**src/rtl/rs_decode_scheduler_if.sv**
```systemverilog
// Bus bundle for rs_decode_scheduler: two codeword requesters, the shared RS decoder
// link and the result port. slave = scheduler side, master = environment side.
interface rs_decode_scheduler_if #(
  parameter int SYMBOL_WIDTH = 3,
  parameter int N            = 7,
  parameter int TAG_WIDTH    = 4
);
  localparam int CW_W = N * SYMBOL_WIDTH;

  logic                 req0_valid;
  logic                 req0_ready;
  logic [CW_W-1:0]      req0_codeword;
  logic [TAG_WIDTH-1:0] req0_tag;
  logic                 req1_valid;
  logic                 req1_ready;
  logic [CW_W-1:0]      req1_codeword;
  logic [TAG_WIDTH-1:0] req1_tag;

  logic                 dec_reset;
  logic [CW_W-1:0]      dec_codeword;
  logic [CW_W-1:0]      dec_corrected;

  logic                 res_valid;
  logic                 res_ready;
  logic [CW_W-1:0]      res_data;
  logic                 res_src;
  logic [TAG_WIDTH-1:0] res_tag;
  logic [2:0]           res_nerr;
  logic                 busy;

  modport slave (
    input  req0_valid, req0_codeword, req0_tag,
    output req0_ready,
    input  req1_valid, req1_codeword, req1_tag,
    output req1_ready,
    output dec_reset, dec_codeword,
    input  dec_corrected,
    output res_valid, res_data, res_src, res_tag, res_nerr,
    input  res_ready,
    output busy
  );

  modport master (
    output req0_valid, req0_codeword, req0_tag,
    input  req0_ready,
    output req1_valid, req1_codeword, req1_tag,
    input  req1_ready,
    input  dec_reset, dec_codeword,
    output dec_corrected,
    input  res_valid, res_data, res_src, res_tag, res_nerr,
    output res_ready,
    input  busy
  );
endinterface

```
**src/rtl/rs_decode_scheduler.sv**
```systemverilog
// Round-robin front end sharing one RS(7,5) decoder between two requesters.
// Optional RS_SCHED_STATS_EN adds saturating job/correction counters.
module rs_decode_scheduler #(
  parameter int SYMBOL_WIDTH = 3,
  parameter int N            = 7,
  parameter int DEC_LATENCY  = 1,
  parameter int TAG_WIDTH    = 4
) (
  input  logic                  clk,
  input  logic                  reset,
  rs_decode_scheduler_if.slave  bus
`ifdef RS_SCHED_STATS_EN
  ,
  output logic [15:0]           stat_jobs0,
  output logic [15:0]           stat_jobs1,
  output logic [15:0]           stat_corrected
`endif
);
  localparam int CW_W  = N * SYMBOL_WIDTH;
  localparam int CNT_W = (DEC_LATENCY > 1) ? $clog2(DEC_LATENCY) : 1;

  if (DEC_LATENCY < 1) begin : g_lat_chk
    $error("DEC_LATENCY must be >= 1");
  end

  typedef enum logic [1:0] {S_IDLE, S_LOAD, S_WAIT, S_OUT} state_t;

  state_t               state_q, state_d;
  logic                 ptr_q, ptr_d;
  logic [CW_W-1:0]      cw_q, cw_d;
  logic [TAG_WIDTH-1:0] tag_q, tag_d;
  logic                 src_q, src_d;
  logic [CNT_W-1:0]     cnt_q, cnt_d;
  logic [CW_W-1:0]      data_q, data_d;
  logic [2:0]           nerr_q, nerr_d;

  logic                 ready0, ready1;
  logic [2:0]           nerr_calc;

  // Grant is a pure function of valids and the pointer; only offered in IDLE.
  always_comb begin
    ready0 = (state_q == S_IDLE) && bus.req0_valid && (!bus.req1_valid || !ptr_q);
    ready1 = (state_q == S_IDLE) && bus.req1_valid && (!bus.req0_valid ||  ptr_q);
  end

  always_comb begin
    nerr_calc = '0;
    for (int i = 0; i < N; i++) begin
      if (bus.dec_corrected[i*SYMBOL_WIDTH +: SYMBOL_WIDTH] != cw_q[i*SYMBOL_WIDTH +: SYMBOL_WIDTH])
        nerr_calc = nerr_calc + 3'd1;
    end
  end

  always_comb begin
    state_d = state_q;
    ptr_d   = ptr_q;
    cw_d    = cw_q;
    tag_d   = tag_q;
    src_d   = src_q;
    cnt_d   = cnt_q;
    data_d  = data_q;
    nerr_d  = nerr_q;
    case (state_q)
      S_IDLE: begin
        if (ready0 || ready1) begin
          cw_d    = ready1 ? bus.req1_codeword : bus.req0_codeword;
          tag_d   = ready1 ? bus.req1_tag      : bus.req0_tag;
          src_d   = ready1;
          ptr_d   = !ready1;
          state_d = S_LOAD;
        end
      end
      S_LOAD: begin
        cnt_d   = CNT_W'(DEC_LATENCY - 1);
        state_d = S_WAIT;
      end
      S_WAIT: begin
        if (cnt_q == '0) begin
          data_d  = bus.dec_corrected;
          nerr_d  = nerr_calc;
          state_d = S_OUT;
        end else begin
          cnt_d = cnt_q - 1'b1;
        end
      end
      S_OUT: begin
        if (bus.res_ready) state_d = S_IDLE;
      end
      default: state_d = S_IDLE;
    endcase
  end

  always_ff @(posedge clk or negedge reset) begin
    if (!reset) begin
      state_q <= S_IDLE;
      ptr_q   <= 1'b0;
      cw_q    <= '0;
      tag_q   <= '0;
      src_q   <= 1'b0;
      cnt_q   <= '0;
      data_q  <= '0;
      nerr_q  <= '0;
    end else begin
      state_q <= state_d;
      ptr_q   <= ptr_d;
      cw_q    <= cw_d;
      tag_q   <= tag_d;
      src_q   <= src_d;
      cnt_q   <= cnt_d;
      data_q  <= data_d;
      nerr_q  <= nerr_d;
    end
  end

  // Decoder only runs out of reset while we wait on it.
  assign bus.req0_ready   = ready0;
  assign bus.req1_ready   = ready1;
  assign bus.dec_reset    = (state_q != S_WAIT);
  assign bus.dec_codeword = cw_q;
  assign bus.res_valid    = (state_q == S_OUT);
  assign bus.res_data     = data_q;
  assign bus.res_src      = src_q;
  assign bus.res_tag      = tag_q;
  assign bus.res_nerr     = nerr_q;
  assign bus.busy         = (state_q != S_IDLE);

`ifdef RS_SCHED_STATS_EN
  logic [15:0] jobs0_q, jobs0_d, jobs1_q, jobs1_d, corr_q, corr_d;

  always_comb begin
    jobs0_d = jobs0_q;
    jobs1_d = jobs1_q;
    corr_d  = corr_q;
    if (ready0 && jobs0_q != 16'hFFFF) jobs0_d = jobs0_q + 16'd1;
    if (ready1 && jobs1_q != 16'hFFFF) jobs1_d = jobs1_q + 16'd1;
    if (state_q == S_OUT && bus.res_ready && nerr_q != 3'd0 && corr_q != 16'hFFFF)
      corr_d = corr_q + 16'd1;
  end

  always_ff @(posedge clk or negedge reset) begin
    if (!reset) begin
      jobs0_q <= '0;
      jobs1_q <= '0;
      corr_q  <= '0;
    end else begin
      jobs0_q <= jobs0_d;
      jobs1_q <= jobs1_d;
      corr_q  <= corr_d;
    end
  end

  assign stat_jobs0     = jobs0_q;
  assign stat_jobs1     = jobs1_q;
  assign stat_corrected = corr_q;
`endif
endmodule

```
**src/flat_wrapper.sv**
```systemverilog
// flat-port wrapper written by rule: the top's interface ports become plain ports
module rs_decode_scheduler_flat 
#(
  parameter int SYMBOL_WIDTH = 3,
  parameter int N            = 7,
  parameter int DEC_LATENCY  = 1,
  parameter int TAG_WIDTH    = 4
)
  (clk, reset, bus_req0_valid, bus_req0_codeword, bus_req0_tag, bus_req0_ready, bus_req1_valid, bus_req1_codeword, bus_req1_tag, bus_req1_ready, bus_dec_reset, bus_dec_codeword, bus_dec_corrected, bus_res_valid, bus_res_data, bus_res_src, bus_res_tag, bus_res_nerr, bus_res_ready, bus_busy);
  rs_decode_scheduler_if #(.SYMBOL_WIDTH(SYMBOL_WIDTH), .N(N), .TAG_WIDTH(TAG_WIDTH)) bus_i ();
  input  logic clk;
  input  logic reset;
  input wire logic [$bits(bus_i.req0_valid)-1:0] bus_req0_valid;
  input wire logic [$bits(bus_i.req0_codeword)-1:0] bus_req0_codeword;
  input wire logic [$bits(bus_i.req0_tag)-1:0] bus_req0_tag;
  output wire logic [$bits(bus_i.req0_ready)-1:0] bus_req0_ready;
  input wire logic [$bits(bus_i.req1_valid)-1:0] bus_req1_valid;
  input wire logic [$bits(bus_i.req1_codeword)-1:0] bus_req1_codeword;
  input wire logic [$bits(bus_i.req1_tag)-1:0] bus_req1_tag;
  output wire logic [$bits(bus_i.req1_ready)-1:0] bus_req1_ready;
  output wire logic [$bits(bus_i.dec_reset)-1:0] bus_dec_reset;
  output wire logic [$bits(bus_i.dec_codeword)-1:0] bus_dec_codeword;
  input wire logic [$bits(bus_i.dec_corrected)-1:0] bus_dec_corrected;
  output wire logic [$bits(bus_i.res_valid)-1:0] bus_res_valid;
  output wire logic [$bits(bus_i.res_data)-1:0] bus_res_data;
  output wire logic [$bits(bus_i.res_src)-1:0] bus_res_src;
  output wire logic [$bits(bus_i.res_tag)-1:0] bus_res_tag;
  output wire logic [$bits(bus_i.res_nerr)-1:0] bus_res_nerr;
  input wire logic [$bits(bus_i.res_ready)-1:0] bus_res_ready;
  output wire logic [$bits(bus_i.busy)-1:0] bus_busy;
  assign bus_i.req0_valid = bus_req0_valid;
  assign bus_i.req0_codeword = bus_req0_codeword;
  assign bus_i.req0_tag = bus_req0_tag;
  assign bus_req0_ready = bus_i.req0_ready;
  assign bus_i.req1_valid = bus_req1_valid;
  assign bus_i.req1_codeword = bus_req1_codeword;
  assign bus_i.req1_tag = bus_req1_tag;
  assign bus_req1_ready = bus_i.req1_ready;
  assign bus_dec_reset = bus_i.dec_reset;
  assign bus_dec_codeword = bus_i.dec_codeword;
  assign bus_i.dec_corrected = bus_dec_corrected;
  assign bus_res_valid = bus_i.res_valid;
  assign bus_res_data = bus_i.res_data;
  assign bus_res_src = bus_i.res_src;
  assign bus_res_tag = bus_i.res_tag;
  assign bus_res_nerr = bus_i.res_nerr;
  assign bus_i.res_ready = bus_res_ready;
  assign bus_busy = bus_i.busy;
  rs_decode_scheduler #(.SYMBOL_WIDTH(SYMBOL_WIDTH), .N(N), .DEC_LATENCY(DEC_LATENCY), .TAG_WIDTH(TAG_WIDTH)) u_core (.clk(clk), .reset(reset), .bus(bus_i));
endmodule
```
**config.mk**
```make
export PLATFORM = sky130hd
export DESIGN_NAME = rs_decode_scheduler_flat
export DESIGN_NICKNAME = d
export VERILOG_FILES = /design/src/rtl/rs_decode_scheduler_if.sv /design/src/rtl/rs_decode_scheduler.sv /design/src/flat_wrapper.sv
export SDC_FILE = /design/constraint.sdc
export NUM_CORES = 1
export LEC_CHECK = 0
export BUFFER_PORTS_ARGS = -buffer_cell sky130_fd_sc_hd__buf_4
export CAP_MARGIN = 25
export CORE_MARGIN = 3
export CORE_UTILIZATION = 40
export DETAILED_ROUTE_END_ITERATION = 12
export PLACE_DENSITY = 0.69
export SETUP_SLACK_MARGIN = 0.4
export SYNTH_ARGS = -nofsm -noshare
export SYNTH_HDL_FRONTEND = slang
export SYNTH_SLANG_ARGS = --single-unit
```
**constraint.sdc**
```tcl
create_clock -name clk -period 10.9 [get_ports clk]
set_input_delay 1.09 -clock clk [delete_from_list [all_inputs] [get_ports clk]]
set_output_delay 1.09 -clock clk [all_outputs]
set_load 0.01 [all_outputs]
```
After elaboration in Yosys (flattened, before gate mapping)
Cells that the tools add are included.
{ "word_totals": {"in_bits": 76, "output_inout_bits": 55, "ff_bits": 54} }
{ "op_classes": {"n_mux": 15, "eq_ne": 14, "reduce_logical": 17, "add_sub_neg": 7, "bitwise": 1} }
{ "ops": {"columns": ["cell", "count"], "rows": [
  ["$mux 21", 1],
  ["$ne 3x3->1", 7],
  ["$mux 3", 6],
  ["$add 3x1->3 const B", 5],
  ["$pmux 2 s4", 1],
  ["$mux 2", 3],
  ["$ne 2x2->1 const B", 3],
  ["$eq 2x2->1 const B", 2],
  ["$logic_and 1x1->1", 4],
  ["$logic_not 1->1", 4],
  ["$mux 4", 1],
  ["$reduce_and 2->1", 2],
  ["$reduce_bool 2->1", 2],
  ["$logic_or 1x1->1", 3],
  ["$reduce_and 3->1", 1],
  ["$add 1x1->2 const B", 1],
  ["$eq 2x1->1 const B", 1],
  ["$logic_not 2->1", 1],
  ["$mux 1", 2],
  ["$ne 2x1->1 const B", 1],
  ["$pmux 1 s2", 1],
  ["$not 1->1", 1],
  ["$sub 1x1->1 const B", 1]
]} }

Longest topological paths before layout
{ "logic_depth": {"word_depth": 14, "ltp_mapped": 19, "depth_no_buf": 19} }

Worst setup path after synthesis
OpenSTA, ideal clock, no wires.
{ "synth_timing": {"path_type": "input -> register", "startpoint": "input bus_dec_corrected[1]", "endpoint": "register u_core.nerr_q[2], in the netlist u_core.bus.res_nerr[2]", "slack_ps": 6700, "arrival_ps": 4075, "path_stages": 17, "path_cell_list": "xnor2_1 > and3_1 > ha_1 > clkbuf_1 > xnor2_2 > ha_1 > xor2_1 > o221ai_1 > ha_1 > nand2_1 > nand2_1 > ha_1 > nand2b_1 > xnor2_1 > xnor2_1 > xnor2_1 > mux2_2"} }
{ "synth_via": {"elab_chain_cells": 14} }
{ "synth_lines": {"columns": ["element", "line_no", "rtl"], "rows": [
  ["start: declaration", "flat_wrapper.sv:23", "input wire logic [$bits(bus_i.dec_corrected)-1:0] bus_dec_corrected;"],
  ["$ne 3x3->1 *", "rs_decode_scheduler.sv:49", "if (bus.dec_corrected[i*SYMBOL_WIDTH +: SYMBOL_WIDTH] != cw_q[i*SYMBOL_WIDTH +: SYMBOL_WIDTH])"],
  ["$mux 1 *", "rs_decode_scheduler.sv:49", null],
  ["$add 1x1->2", "rs_decode_scheduler.sv:50", "nerr_calc = nerr_calc + 3'd1;"],
  ["$mux 3 *", "rs_decode_scheduler.sv:49", null],
  ["$add 3x1->3", "rs_decode_scheduler.sv:50", null],
  ["$mux 3 *", "rs_decode_scheduler.sv:49", null],
  ["$add 3x1->3", "rs_decode_scheduler.sv:50", null],
  ["$mux 3 *", "rs_decode_scheduler.sv:49", null],
  ["$add 3x1->3", "rs_decode_scheduler.sv:50", null],
  ["$mux 3 *", "rs_decode_scheduler.sv:49", null],
  ["$add 3x1->3", "rs_decode_scheduler.sv:50", null],
  ["$mux 3 *", "rs_decode_scheduler.sv:49", null],
  ["$add 3x1->3", "rs_decode_scheduler.sv:50", null],
  ["$mux 3 *", "rs_decode_scheduler.sv:49", null],
  ["end signal: assignment", "rs_decode_scheduler.sv:111", "nerr_q <= nerr_d;"],
  ["end: declaration", "rs_decode_scheduler.sv:35", "logic [2:0] nerr_q, nerr_d;"]
]} }
Mark *: on every way between the ends. The rest lies on a longest branch, timed or not.
A chain may end at the register's enable or synchronous reset.

Final worst setup path
{ "layout_timing": {"startpoint": "input bus_dec_corrected[3]", "endpoint": "register u_core.nerr_q[2], in the netlist u_core.bus.res_nerr[2]"} }
{ "layout_via": {"elab_chain_cells": 12} }
{ "layout_lines": {"columns": ["element", "line_no"], "rows": [
  ["$ne 3x3->1 *", "rs_decode_scheduler.sv:49"],
  ["$mux 3 *", "rs_decode_scheduler.sv:49"],
  ["$add 3x1->3", "rs_decode_scheduler.sv:50"],
  ["$mux 3 *", "rs_decode_scheduler.sv:49"],
  ["$add 3x1->3", "rs_decode_scheduler.sv:50"],
  ["$mux 3 *", "rs_decode_scheduler.sv:49"],
  ["$add 3x1->3", "rs_decode_scheduler.sv:50"],
  ["$mux 3 *", "rs_decode_scheduler.sv:49"],
  ["$add 3x1->3", "rs_decode_scheduler.sv:50"],
  ["$mux 3 *", "rs_decode_scheduler.sv:49"],
  ["$add 3x1->3", "rs_decode_scheduler.sv:50"],
  ["$mux 3 *", "rs_decode_scheduler.sv:49"]
]} }
Marked as above.

==> results.py <==
metrics = {
    "setup_path": {
        "worst-path-stages": 18,
        "path_cells": "buf_4 > xnor2_1 > nand3_1 > inv_1 > ha_1 > xnor2_2 > ha_1 > xor2_1 > o221ai_1 > ha_1 > nand2_1 > nand2_1 > ha_1 > nand2b_1 > xnor2_1 > xnor2_1 > xnor2_1 > mux2_2",
        "path_class": "in2reg",
        "ff2ff_path_depth": 17,
        "regToRegSetupSlack_ns": 7.15,
        "cp-endpoint": "u_core.bus.res_nerr[2]$_DFFE_PN0P_",
        "slowest_delay_ns": 0.33,
        "reg2reg_from": "u_core.bus.dec_codeword[4]$_DFFE_PN0P_",
        "crit_family": "adder cells",
        "worstPathRequired_ns": 11.09,
        "worst_setup_path_end_kind": "flip-flop",
        "reg2reg_to": "u_core.bus.res_nerr[2]$_DFFE_PN0P_",
        "path_max_fanout": 8,
        "cp_num_buf_inv": 2,
        "cp-start-kind": "input port",
        "critPathArrivalTime_ns": 4.36,
        "cp_slowest_cell": "ha_1",
        "crit_path_start": "bus_dec_corrected[3]",
    },
    "run_status": {
        "status": "complete, no violations",
    },
    "route": {
        "viasPerCell": 4.785,
        "drt_iter0_drc": 55,
        "wl_per_cell_um": 14.84,
        "postRouteAntennaNets": 0,
        "drt_pass1_iterations": 4,
        "post-route-drc-count": 0,
        "wl_mm": 7.329,
        "num_vias": 2364,
    },
    "timing": {
        "min_period_ns": 4.172,
        "hold_viol": 0,
        "fmax_mhz": 239.7,
        "totalNegativeSetupSlack_ns": 0,
        "setup_viol": 0,
        "fin_crit_sh": 0.3827,
        "final-max-slew-violation-count": 0,
        "fin_skew_ns": 0.008761,
        "slew_headroom": 0.5546,
        "rsz0062_at_grt": "no",
        "postLayoutSetupSlackWorst_ns": 6.728,
        "worstMarginPinSlew_ns": 0.6682,
    },
    "cells_and_area": {
        "multiInputGateArea_sq_mm": 0.001540,
        "fin_nets": 484,
        "regArea_sq_mm": 0.001326,
        "drive_gt1_frac": 0.4447,
        "fillers": 654,
        "antenna_cells": 0,
        "fin_cells": 494,
        "syn_to_final_growth_pct": 39.75,
    },
    "flow_run": {
        "max-cap-violations": 0,
    },
    "die": {
        "dieWidth_um": 91.92,
        "pin_count": 131,
        "die_h_um": 91.92,
        "coreArea_sq_mm": 0.006982,
        "num_rows": 30,
        "die_area_sq_mm": 0.008449,
        "start_util": 0.4229,
    },
    "clock_network": {
        "tritoncts": "done",
        "postCtsSetupBuffers": 0,
        "cts-root-buf": "clkbuf_8",
        "holdBufCountCts": 0,
        "ctsResizeCount": 0,
        "clockBufferDepth": 2,
        "cts_buffers": 5,
        "cts_sinks": 53,
        "cts.htree.levels": 2,
        "clock_latency_ns": 0.30,
        "cts.clk_slew.worst_paths_ns": 0.09,
    },
    "global_routing": {
        "grt_overflow": 0,
        "antenna_found_initial": 0,
        "grt_util_met3": 0.02543,
        "grt_use_total": 0.1749,
        "grt_max_degree": 54,
        "top_usage_layer": "met2",
        "grtUsageMet2": 0.3230,
        "use_met1": 0.2113,
        "grt_pass1_wl_mm": 11.95,
        "grt_pass1_vias": 2450,
    },
    "pwr": {
        "vdd_drop_max_v": 0.0001612,
        "p_leak_nw": 2.086,
        "power_density_mw_per_mm2": 324.0,
    },
    "logic_synthesis": {
        "yosys.area.top_type": "dfrtp_1",
        "synth_nets": 357,
        "yosys_warnings": 0,
        "syn-cell-area_sq_mm": 0.002953,
        "netlist_instances": 270,
        "yosysUniqueCellTypes": 39,
        "ys_ff_latch": 53,
        "ys_seq_area_frac": 0.4492,
        "syn_avg_cell_area_sq_um": 10.94,
        "synth.top_cell.area_share": 0.4492,
        "ys_top_cells_by_area": "dfrtp_1 45%, mux2i_1 8.8%, mux2_2 8.8%",
    },
    "placed_design": {
        "dp.cells": 486,
        "port_buffers": 130,
        "place_congestion": 0.7941,
        "post-place-ws_ns": 6.387,
        "dp_hpwl_mm": 5.801,
    },
    "hold_path": {
        "min_path_type": "reg2reg",
    },
}
## cell families after synthesis
kind of cell / synth area share
AOI/OAI and AO/OA: 0.07585
and+or+nand+nor: 0.09916
DFF: 0.4492
xor gates and xnor gates: 0.1136
muxes: 0.1809
adders and majority gates: 0.04661
buffers and inverters: 0.03474
## sequential cells by signal (all words and copies together) (netlist names)
signal	count
u_core.bus.dec_codeword	21
u_core.bus.res_data	21
u_core.bus.res_nerr	3
u_core.bus.res_src	1
u_core.bus.res_tag	4
u_core.ptr_q	1
u_core.state_q	2
## worst min-delay path by stage
stage | start | endpoint | slack, ns | cells past startpoint
floorplan | u_core.ptr_q$_DFFE_PN0P_ | u_core.ptr_q$_DFFE_PN0P_ | 0.48 | 1
detailed placement | u_core.bus.res_src$_DFFE_PN0P_ | u_core.bus.res_src$_DFFE_PN0P_ | 0.48 | 1
global placement | u_core.bus.res_src$_DFFE_PN0P_ | u_core.bus.res_src$_DFFE_PN0P_ | 0.47 | 1
global route | u_core.bus.res_src$_DFFE_PN0P_ | u_core.bus.res_src$_DFFE_PN0P_ | 0.53 | 1
CTS | u_core.bus.res_src$_DFFE_PN0P_ | u_core.bus.res_src$_DFFE_PN0P_ | 0.50 | 1
finish | u_core.bus.res_src$_DFFE_PN0P_ | u_core.bus.res_src$_DFFE_PN0P_ | 0.49 | 1
## layout by cell type (no fill, tap or decap), types with 3 or more instances in the layout
| cell type | netlist | layout |
|---|---|---|
| xnor2_1 | 17 | 17 |
| clkbuf_8 | 0 | 6 |
| mux2i_1 | 26 | 26 |
| nand2b_1 | 3 | 3 |
| nor2_1 | 3 | 3 |
| dfrtp_1 | 53 | 53 |
| xor2_1 | 7 | 7 |
| mux2_2 | 23 | 23 |
| xor2_2 | 3 | 3 |
| xnor2_2 | 3 | 3 |
| inv_1 | 12 | 12 |
| nand2_1 | 37 | 37 |
| o21ai_0 | 28 | 28 |
| nand3_1 | 4 | 3 |
| ha_1 | 11 | 11 |
| buf_4 | 0 | 133 |
## cells in the mapped netlist (all sizes together)
cell type / count
clkbuf: 7
a22o: 1
nor3: 4
nor4: 2
mux2: 24
a31oi: 1
nor3b: 1
a211o: 1
nand3: 5
dfrtp: 53
nand2b: 3
a21o: 2
o32ai: 1
o221ai: 1
nand4: 1
and3: 1
ha: 11
xnor2: 21
mux2i: 26
a21oi: 2
nor2b: 2
o211ai: 1
o32a: 1
inv: 12
o21ai: 28
or3: 2
xor2: 10
buf: 6
nand2: 37
nor2: 3
## layout make-up
class                           count  share of cell area
Clock buffer                        6             0.02001
Clock inverter                      2            0.003335
Multi-Input combinational cell    192              0.3733
Sequential cell                    53              0.3214
Tap cell                           96             0.02911
Inverter                           12             0.01092
Timing Repair Buffer              133              0.2420
## metrics by stage
step | power [mW] | utilization | instance area [sq um] | hold WS (ns)
floorplan | 0.9508 | - | 2953 | 0.4800
global placement | 1.218 | 0.5772 | 4030 | 0.4652
detailed placement | 1.238 | 0.5772 | 4030 | 0.4758
CTS | 1.355 | 0.5910 | 4126 | 0.4983
global route | 1.459 | 0.5910 | 4126 | 0.5262
finish | 1.337 | 0.5910 | 4126 | 0.4950
## power breakdown
part | total [mW] | switching [mW] | internal [mW]
Sequential | 0.375 | 0.0751 | 0.300
Clock | 0.116 | 0.0644 | 0.0516
Combinational | 0.846 | 0.396 | 0.450
## layer usage
layer | wire [um] | share of wire | vias to the layer above
li1 | - | - | 1172
met1 | 2980 | 0.41 | 1126
met2 | 3971 | 0.54 | 56
met3 | 263 | 0.036 | 10
met4 | 112 | 0.015 | 0
met5 | 0 | 0 | -
Note: power is estimated with default switching activity, not from simulation.
